**src/rtl/ad7606_pkg.sv**
```systemverilog
// Shared state encoding and default timing constants for the AD7606 sequencer.
package ad7606_pkg;

  typedef enum logic [3:0] {
    OFF,
    PWR_WAIT,
    ADC_RST,
    IDLE,
    CONVST,
    BUSY_HI,
    BUSY_LO,
    RD_LO,
    RD_HI
  } ad7606_state_t;

  localparam int DEF_CLK_FREQUENCY      = 30_000_000;
  localparam int DEF_RESET_TICKS        = 2;
  localparam int DEF_CONVST_LOW_TICKS   = 2;
  localparam int DEF_RD_LOW_TICKS       = 2;
  localparam int DEF_RD_HIGH_TICKS      = 1;
  localparam int DEF_BUSY_TIMEOUT_TICKS = 300;
  localparam int DEF_NUM_CH             = 8;
  localparam int DEF_DATA_W             = 16;

  function automatic int cnt_width(input int max_val);
    return (max_val < 2) ? 1 : $clog2(max_val + 1);
  endfunction

endpackage

```
**src/rtl/ad7606_tick_timer.sv**
```systemverilog
// Loadable down-counter shared by every timed state; holds at zero once expired.
// Latency: load takes effect on the next edge; no backpressure.
module ad7606_tick_timer #(
  parameter int W = 8
) (
  input  logic         clk,
  input  logic         rst,
  input  logic         load,
  input  logic [W-1:0] load_value,
  output logic [W-1:0] value,
  output logic         expired
);

  always_ff @(posedge clk or posedge rst) begin
    if (rst) begin
      value <= '0;
    end else if (load) begin
      value <= load_value;
    end else if (value != '0) begin
      value <= value - 1'b1;
    end
  end

  assign expired = (value == '0);

endmodule

```
**src/rtl/ad7606_conv_ctrl.sv**
```systemverilog
// AD7606 power-up, conversion and parallel readout sequencer; all outputs registered.
// Latency: CONVST one cycle after an accepted start; no backpressure, start ignored unless ready.
module ad7606_conv_ctrl
  import ad7606_pkg::*;
#(
  parameter int CLK_FREQUENCY      = DEF_CLK_FREQUENCY,
  parameter int POWER_ON_TICKS     = 30 * (CLK_FREQUENCY / 1_000),
  parameter int RESET_TICKS        = DEF_RESET_TICKS,
  parameter int CONVST_LOW_TICKS   = DEF_CONVST_LOW_TICKS,
  parameter int RD_LOW_TICKS       = DEF_RD_LOW_TICKS,
  parameter int RD_HIGH_TICKS      = DEF_RD_HIGH_TICKS,
  parameter int BUSY_TIMEOUT_TICKS = DEF_BUSY_TIMEOUT_TICKS,
  parameter int NUM_CH             = DEF_NUM_CH,
  parameter int DATA_W             = DEF_DATA_W,
  localparam int CH_W              = $clog2(NUM_CH)
) (
  input  logic              clk,
  input  logic              rst,
  input  logic              power,
  input  logic              start,
  output logic              ready,
  output logic              adc_reset,
  output logic              adc_convst_n,
  input  logic              adc_busy,
  output logic              adc_cs_n,
  output logic              adc_rd_n,
  input  logic [DATA_W-1:0] adc_db,
  output logic              sample_valid,
  output logic [CH_W-1:0]   sample_ch,
  output logic [DATA_W-1:0] sample_data,
  output logic              frame_done,
  output logic              timeout_err
);

  localparam int TIMER_W = cnt_width(POWER_ON_TICKS + RESET_TICKS + CONVST_LOW_TICKS +
                                     RD_LOW_TICKS + RD_HIGH_TICKS + BUSY_TIMEOUT_TICKS);
  localparam logic [CH_W-1:0] LAST_CH = CH_W'(NUM_CH - 1);

  ad7606_state_t      state;
  logic [CH_W-1:0]    ch_cnt;
  logic               busy_meta, busy_s;
  logic               tmr_load;
  logic [TIMER_W-1:0] tmr_load_value;
  logic [TIMER_W-1:0] tmr_value;
  logic               tmr_expired;
  logic               rd_last;

  always_ff @(posedge clk or posedge rst) begin
    if (rst) begin
      busy_meta <= 1'b0;
      busy_s    <= 1'b0;
    end else begin
      busy_meta <= adc_busy;
      busy_s    <= busy_meta;
    end
  end

  ad7606_tick_timer #(.W(TIMER_W)) u_timer (
    .clk        (clk),
    .rst        (rst),
    .load       (tmr_load),
    .load_value (tmr_load_value),
    .value      (tmr_value),
    .expired    (tmr_expired)
  );

  assign rd_last = (tmr_value == '0);

  // Reload the timer on exactly the edge that enters each timed state.
  always_comb begin
    tmr_load       = 1'b0;
    tmr_load_value = '0;
    if (power) begin
      case (state)
        OFF: begin
          tmr_load       = 1'b1;
          tmr_load_value = TIMER_W'(POWER_ON_TICKS);
        end
        PWR_WAIT: if (tmr_expired) begin
          tmr_load       = 1'b1;
          tmr_load_value = TIMER_W'(RESET_TICKS - 1);
        end
        IDLE: if (start) begin
          tmr_load       = 1'b1;
          tmr_load_value = TIMER_W'(CONVST_LOW_TICKS - 1);
        end
        CONVST: if (tmr_expired) begin
          tmr_load       = 1'b1;
          tmr_load_value = TIMER_W'(BUSY_TIMEOUT_TICKS - 1);
        end
        BUSY_HI: if (busy_s) begin
          tmr_load       = 1'b1;
          tmr_load_value = TIMER_W'(BUSY_TIMEOUT_TICKS - 1);
        end
        BUSY_LO: if (!busy_s) begin
          tmr_load       = 1'b1;
          tmr_load_value = TIMER_W'(RD_LOW_TICKS - 1);
        end
        RD_LO: if (rd_last) begin
          tmr_load       = 1'b1;
          tmr_load_value = TIMER_W'(RD_HIGH_TICKS - 1);
        end
        RD_HI: if (tmr_expired) begin
          tmr_load       = 1'b1;
          tmr_load_value = TIMER_W'(RD_LOW_TICKS - 1);
        end
        default: tmr_load = 1'b0;
      endcase
    end
  end

  always_ff @(posedge clk or posedge rst) begin
    if (rst) begin
      state        <= OFF;
      ready        <= 1'b0;
      adc_reset    <= 1'b0;
      adc_convst_n <= 1'b1;
      adc_cs_n     <= 1'b1;
      adc_rd_n     <= 1'b1;
      sample_valid <= 1'b0;
      sample_ch    <= '0;
      sample_data  <= '0;
      frame_done   <= 1'b0;
      timeout_err  <= 1'b0;
      ch_cnt       <= '0;
    end else begin
      sample_valid <= 1'b0;
      frame_done   <= 1'b0;
      if (!power) begin
        state        <= OFF;
        ready        <= 1'b0;
        adc_reset    <= 1'b0;
        adc_convst_n <= 1'b1;
        adc_cs_n     <= 1'b1;
        adc_rd_n     <= 1'b1;
        timeout_err  <= 1'b0;
      end else begin
        case (state)
          OFF: state <= PWR_WAIT;
          PWR_WAIT: if (tmr_expired) begin
            state     <= ADC_RST;
            adc_reset <= 1'b1;
          end
          ADC_RST: if (tmr_expired) begin
            state     <= IDLE;
            adc_reset <= 1'b0;
            ready     <= 1'b1;
          end
          IDLE: if (start) begin
            state        <= CONVST;
            ready        <= 1'b0;
            adc_convst_n <= 1'b0;
          end
          CONVST: if (tmr_expired) begin
            state        <= BUSY_HI;
            adc_convst_n <= 1'b1;
          end
          BUSY_HI, BUSY_LO: begin
            if (busy_s == (state == BUSY_HI)) begin
              if (state == BUSY_HI) begin
                state <= BUSY_LO;
              end else begin
                state    <= RD_LO;
                adc_cs_n <= 1'b0;
                adc_rd_n <= 1'b0;
                ch_cnt   <= '0;
              end
            end else if (tmr_expired) begin
              // ADC never answered: give up on this frame, keep the error sticky.
              state        <= IDLE;
              ready        <= 1'b1;
              timeout_err  <= 1'b1;
              adc_convst_n <= 1'b1;
              adc_cs_n     <= 1'b1;
              adc_rd_n     <= 1'b1;
            end
          end
          RD_LO: if (rd_last) begin
            adc_rd_n     <= 1'b1;
            sample_valid <= 1'b1;
            sample_ch    <= ch_cnt;
            sample_data  <= adc_db;
            if (ch_cnt == LAST_CH) begin
              state      <= IDLE;
              ready      <= 1'b1;
              adc_cs_n   <= 1'b1;
              frame_done <= 1'b1;
            end else begin
              state <= RD_HI;
            end
          end
          RD_HI: if (tmr_expired) begin
            state    <= RD_LO;
            adc_rd_n <= 1'b0;
            ch_cnt   <= ch_cnt + 1'b1;
          end
          default: state <= OFF;
        endcase
      end
    end
  end

endmodule

```
**config.mk**
```make
export PLATFORM = sky130hd
export DESIGN_NAME = ad7606_conv_ctrl
export DESIGN_NICKNAME = d
export VERILOG_FILES = /design/src/rtl/ad7606_pkg.sv /design/src/rtl/ad7606_tick_timer.sv /design/src/rtl/ad7606_conv_ctrl.sv
export SDC_FILE = /design/constraint.sdc
export NUM_CORES = 1
export LEC_CHECK = 0
export CAP_MARGIN = 0
export CORE_MARGIN = 2
export CORE_UTILIZATION = 55
export CTS_CLUSTER_SIZE = 10
export DETAILED_ROUTE_END_ITERATION = 10
export GPL_ROUTABILITY_DRIVEN = 0
export GPL_TIMING_DRIVEN = 0
export MAX_ROUTING_LAYER = met4
export PLACE_DENSITY = 0.83
export SYNTH_ARGS = -nofsm -noshare
export SYNTH_HDL_FRONTEND = slang
export SYNTH_SLANG_ARGS = --single-unit
```
**constraint.sdc**
```tcl
create_clock -name clk -period 3.05 [get_ports clk]
set_input_delay 0.305 -clock clk [delete_from_list [all_inputs] [get_ports clk]]
set_output_delay 0.305 -clock clk [all_outputs]
set_load 0.02 [all_outputs]
```
==> flow_summary.ini <==
[outcome]
status = completed

[logic_synthesis]
async_reset_ff_share_pct = 100
synth.cell_area_sq_um = 3260
synth.yosys.seq_area_share_pct = 43.1
synth_warnings = 0
syn_nets = 351
synth_cells = 325
synth_edf_count = 0
synth.avg_cell_area_sq_um = 10.0
synth_flop_cell = dfrtp_1
synth.distinct_cells = 69
synth-seq-cells = 56

[sta]
tns_ns = 0
period_needed_ns = 2.76
slew_headroom_pct = 55.9
drv_slew = 0
post-route-period-util_pct = 90.4
rsz0062_at_grt = no
max_clock_freq_mhz = 363
hold_viol_final = 0
worst_pin_slew_ns = 0.657
holdWs_ns = 0.287
worst_slack_ns = 0.293
finClkSkew_ns = 0.00871
setup_viol = 0

[grt]
antenna_found_initial = 0
gr-usage-all-layers_pct = 27.3
grt_max_degree = 40
grt_pass1_wl_microns = 13600
overflow = 0
grt_pass1_vias = 2815

[placement]
place_hpwl_microns = 6070
numPortBuffers = 47
place_ws_ns = 0.00320

[worst_setup_path]
cp_max_fo = 10
critPathLaunch = state[1]$_DFFE_PP0P_
crit_type = reg -> reg
critPathRequiredTime_ns = 3.26
start_kind = register
worstReg2RegStart = state[1]$_DFFE_PP0P_
arrival_ns = 2.97
worst_setup_path_end_kind = register

[routing]
routed_wl_microns = 8350
drc_errors = 0
via_per_inst = 6.43
antenna_left = 0
num_vias = 2940
wl_per_cell_microns = 18.3
drt-initial-drc-count = 266
detail_route.first_pass.iterations = 5

[clock_tree]
cts_hold_buf = 0
clkLatencyLatePin_ns = 0.32
cts_tree = built
cts.clk_slew.worst_paths_ns = 0.11
root_buffer = clkbuf_8
numCtsBuffers = 5
ctsHtreeMaxLevel = 2
clockBufferDepth = 2
clkSinkCount = 56

[floorplanning]
core_sq_um = 5820
die-area_sq_um = 6560
dieHeight_microns = 81.0
rows = 28
pin_count = 48
die_w_microns = 81.0
start_util_pct = 56.1

[finish]
fill_cells = 481
final_common_cell = dfrtp_1
drive_above_1_share_pct = 16.8
finalNetCount = 407
final_cell_mix = dfrtp_1, clkdlybuf4s50_1, mux2_2, nor2_1, nand2_1
diodes = 0
syn2layout_area_growth_pct = 21.4
utilization_pct = 68.1

[worst_hold_path]
hold_class = in -> async

[run]
maxCapViolations = 0

[pwr]
ir_drop_mv = 0.364
p_per_area_nw_per_um2 = 670
p_leak_nw = 1.62
finalPower_mw = 2.65
synthesized netlist by cell type (4+ instances only):
cell type	number	share of area (%)
inv_1	9	1.0
a31oi_1	6	1.2
nor2_1	19	2.2
a22oi_1	11	2.5
ha_1	5	1.9
mux2_2	20	6.9
o211ai_1	10	2.3
o21ai_0	16	2.5
nor4_1	8	1.5
nand3_1	8	1.2
a21oi_1	12	1.8
o22ai_1	8	1.5
nor3_1	11	1.7
or2_2	4	0.77
xnor2_1	6	1.6
nor2b_1	6	1.2
or3_1	5	0.96
o31a_1	5	1.3
buf_2	4	0.61
dfrtp_1	53	41
nand4_1	4	0.77
clkbuf_1	7	0.81
xor2_1	4	1.1
nand2_1	16	1.8
o21a_1	5	1.2
buf_6	4	1.4
metal layers:
| layer | global-route usage, % | vias to the layer above | routed length, microns |
|---|---|---|---|
| met1 | 35.0 | 1433 | 3470 |
| met4 | 10.2 | 0 | 143 |
| li1 | - | 1356 | - |
| met3 | 4.89 | 14 | 566 |
| met5 | - | - | 0 |
| met2 | 43.4 | 137 | 4170 |
sequential cells by signal (all words and copies together) (netlist names):
name and cells:
u_timer.value 20, sample_data 16, state 4, ch_cnt 3, sample_ch 3, adc_convst_n 1, adc_cs_n 1, adc_rd_n 1
adc_reset 1, busy_meta 1, busy_s 1, frame_done 1, ready 1, sample_valid 1, timeout_err 1
cells by family (layout without fill, tap and decap cells):
kind of cell,count (synthesis),after routing,synth area share (%)
xor+xnor,10,10,2.68
simple gates,106,106,19.0
mux,20,20,6.90
compound gates,102,102,22.2
fa+ha+maj,5,5,1.92
flops,56,56,43.1
buf+inv,26,83,4.22
metrics by stage:
step	instances	cell area (sq um)
3_5_place_dp	448	3850
2_1_floorplan	325	3260
4_1_cts	455	3940
6_report	457	3960
3_3_place_gp	447	3830
5_1_grt	457	3960
cell type report:
| class | count | area, sq um | area share (%) |
|---|---|---|---|
| inverters | 10 | 37.5 | 0.948 |
| plain buffers | 14 | 96.3 | 2.43 |
| flip-flops and latches | 56 | 1410 | 35.5 |
| well taps | 75 | 93.8 | 2.37 |
| clock inverters | 3 | 27.5 | 0.695 |
| multi-input cells | 243 | 1720 | 43.4 |
| clock buffers | 5 | 68.8 | 1.74 |
| repair buffers | 51 | 513 | 13.0 |
report_power, final:
part	internal [mW]	total [mW]	leakage, nW	switching [mW]
Clock	0.169	0.432	0.0463	0.262
Combinational	0.490	1.15	0.866	0.661
Sequential	0.897	1.07	0.712	0.173
Total	1.56	2.65	1.62	1.10
worst paths after layout:
check                                              end  slack (ns)  cells after the start
setup / recovery                 ch_cnt[0]$_DFFE_PP0P_        0.29                     10
hold / removal             sample_data[15]$_DFFE_PP0P_        0.29                      2
setup reg to reg                 ch_cnt[0]$_DFFE_PP0P_        0.29                     10
hold reg to reg                       busy_s$_DFF_PP0_        0.37                      0
max in group asynchronous     adc_convst_n$_DFFE_PP1P_        2.16                      3
min in group clk                      busy_s$_DFF_PP0_        0.37                      0
critical path, stage by stage (launching register included):
cell and delay (ns):
dfrtp_1 0.46, clkbuf_2 0.23, buf_6 0.18, nor3_1 0.19, ha_1 0.25, clkbuf_1 0.21, inv_1 0.14, nand3_1 0.11
a211oi_1 0.35, o21ai_1 0.22, mux2_2 0.31
timing repair:
| action | 4_1_cts | 5_1_grt |
|---|---|---|
| pin swaps | 0 | 1 |
| buffers inserted | 0 | 3 |
| setup endpoints to repair | 1 | 9 |
| resized for setup | 0 | 4 |
No activity file was read; power rests on OpenSTA's default activity.
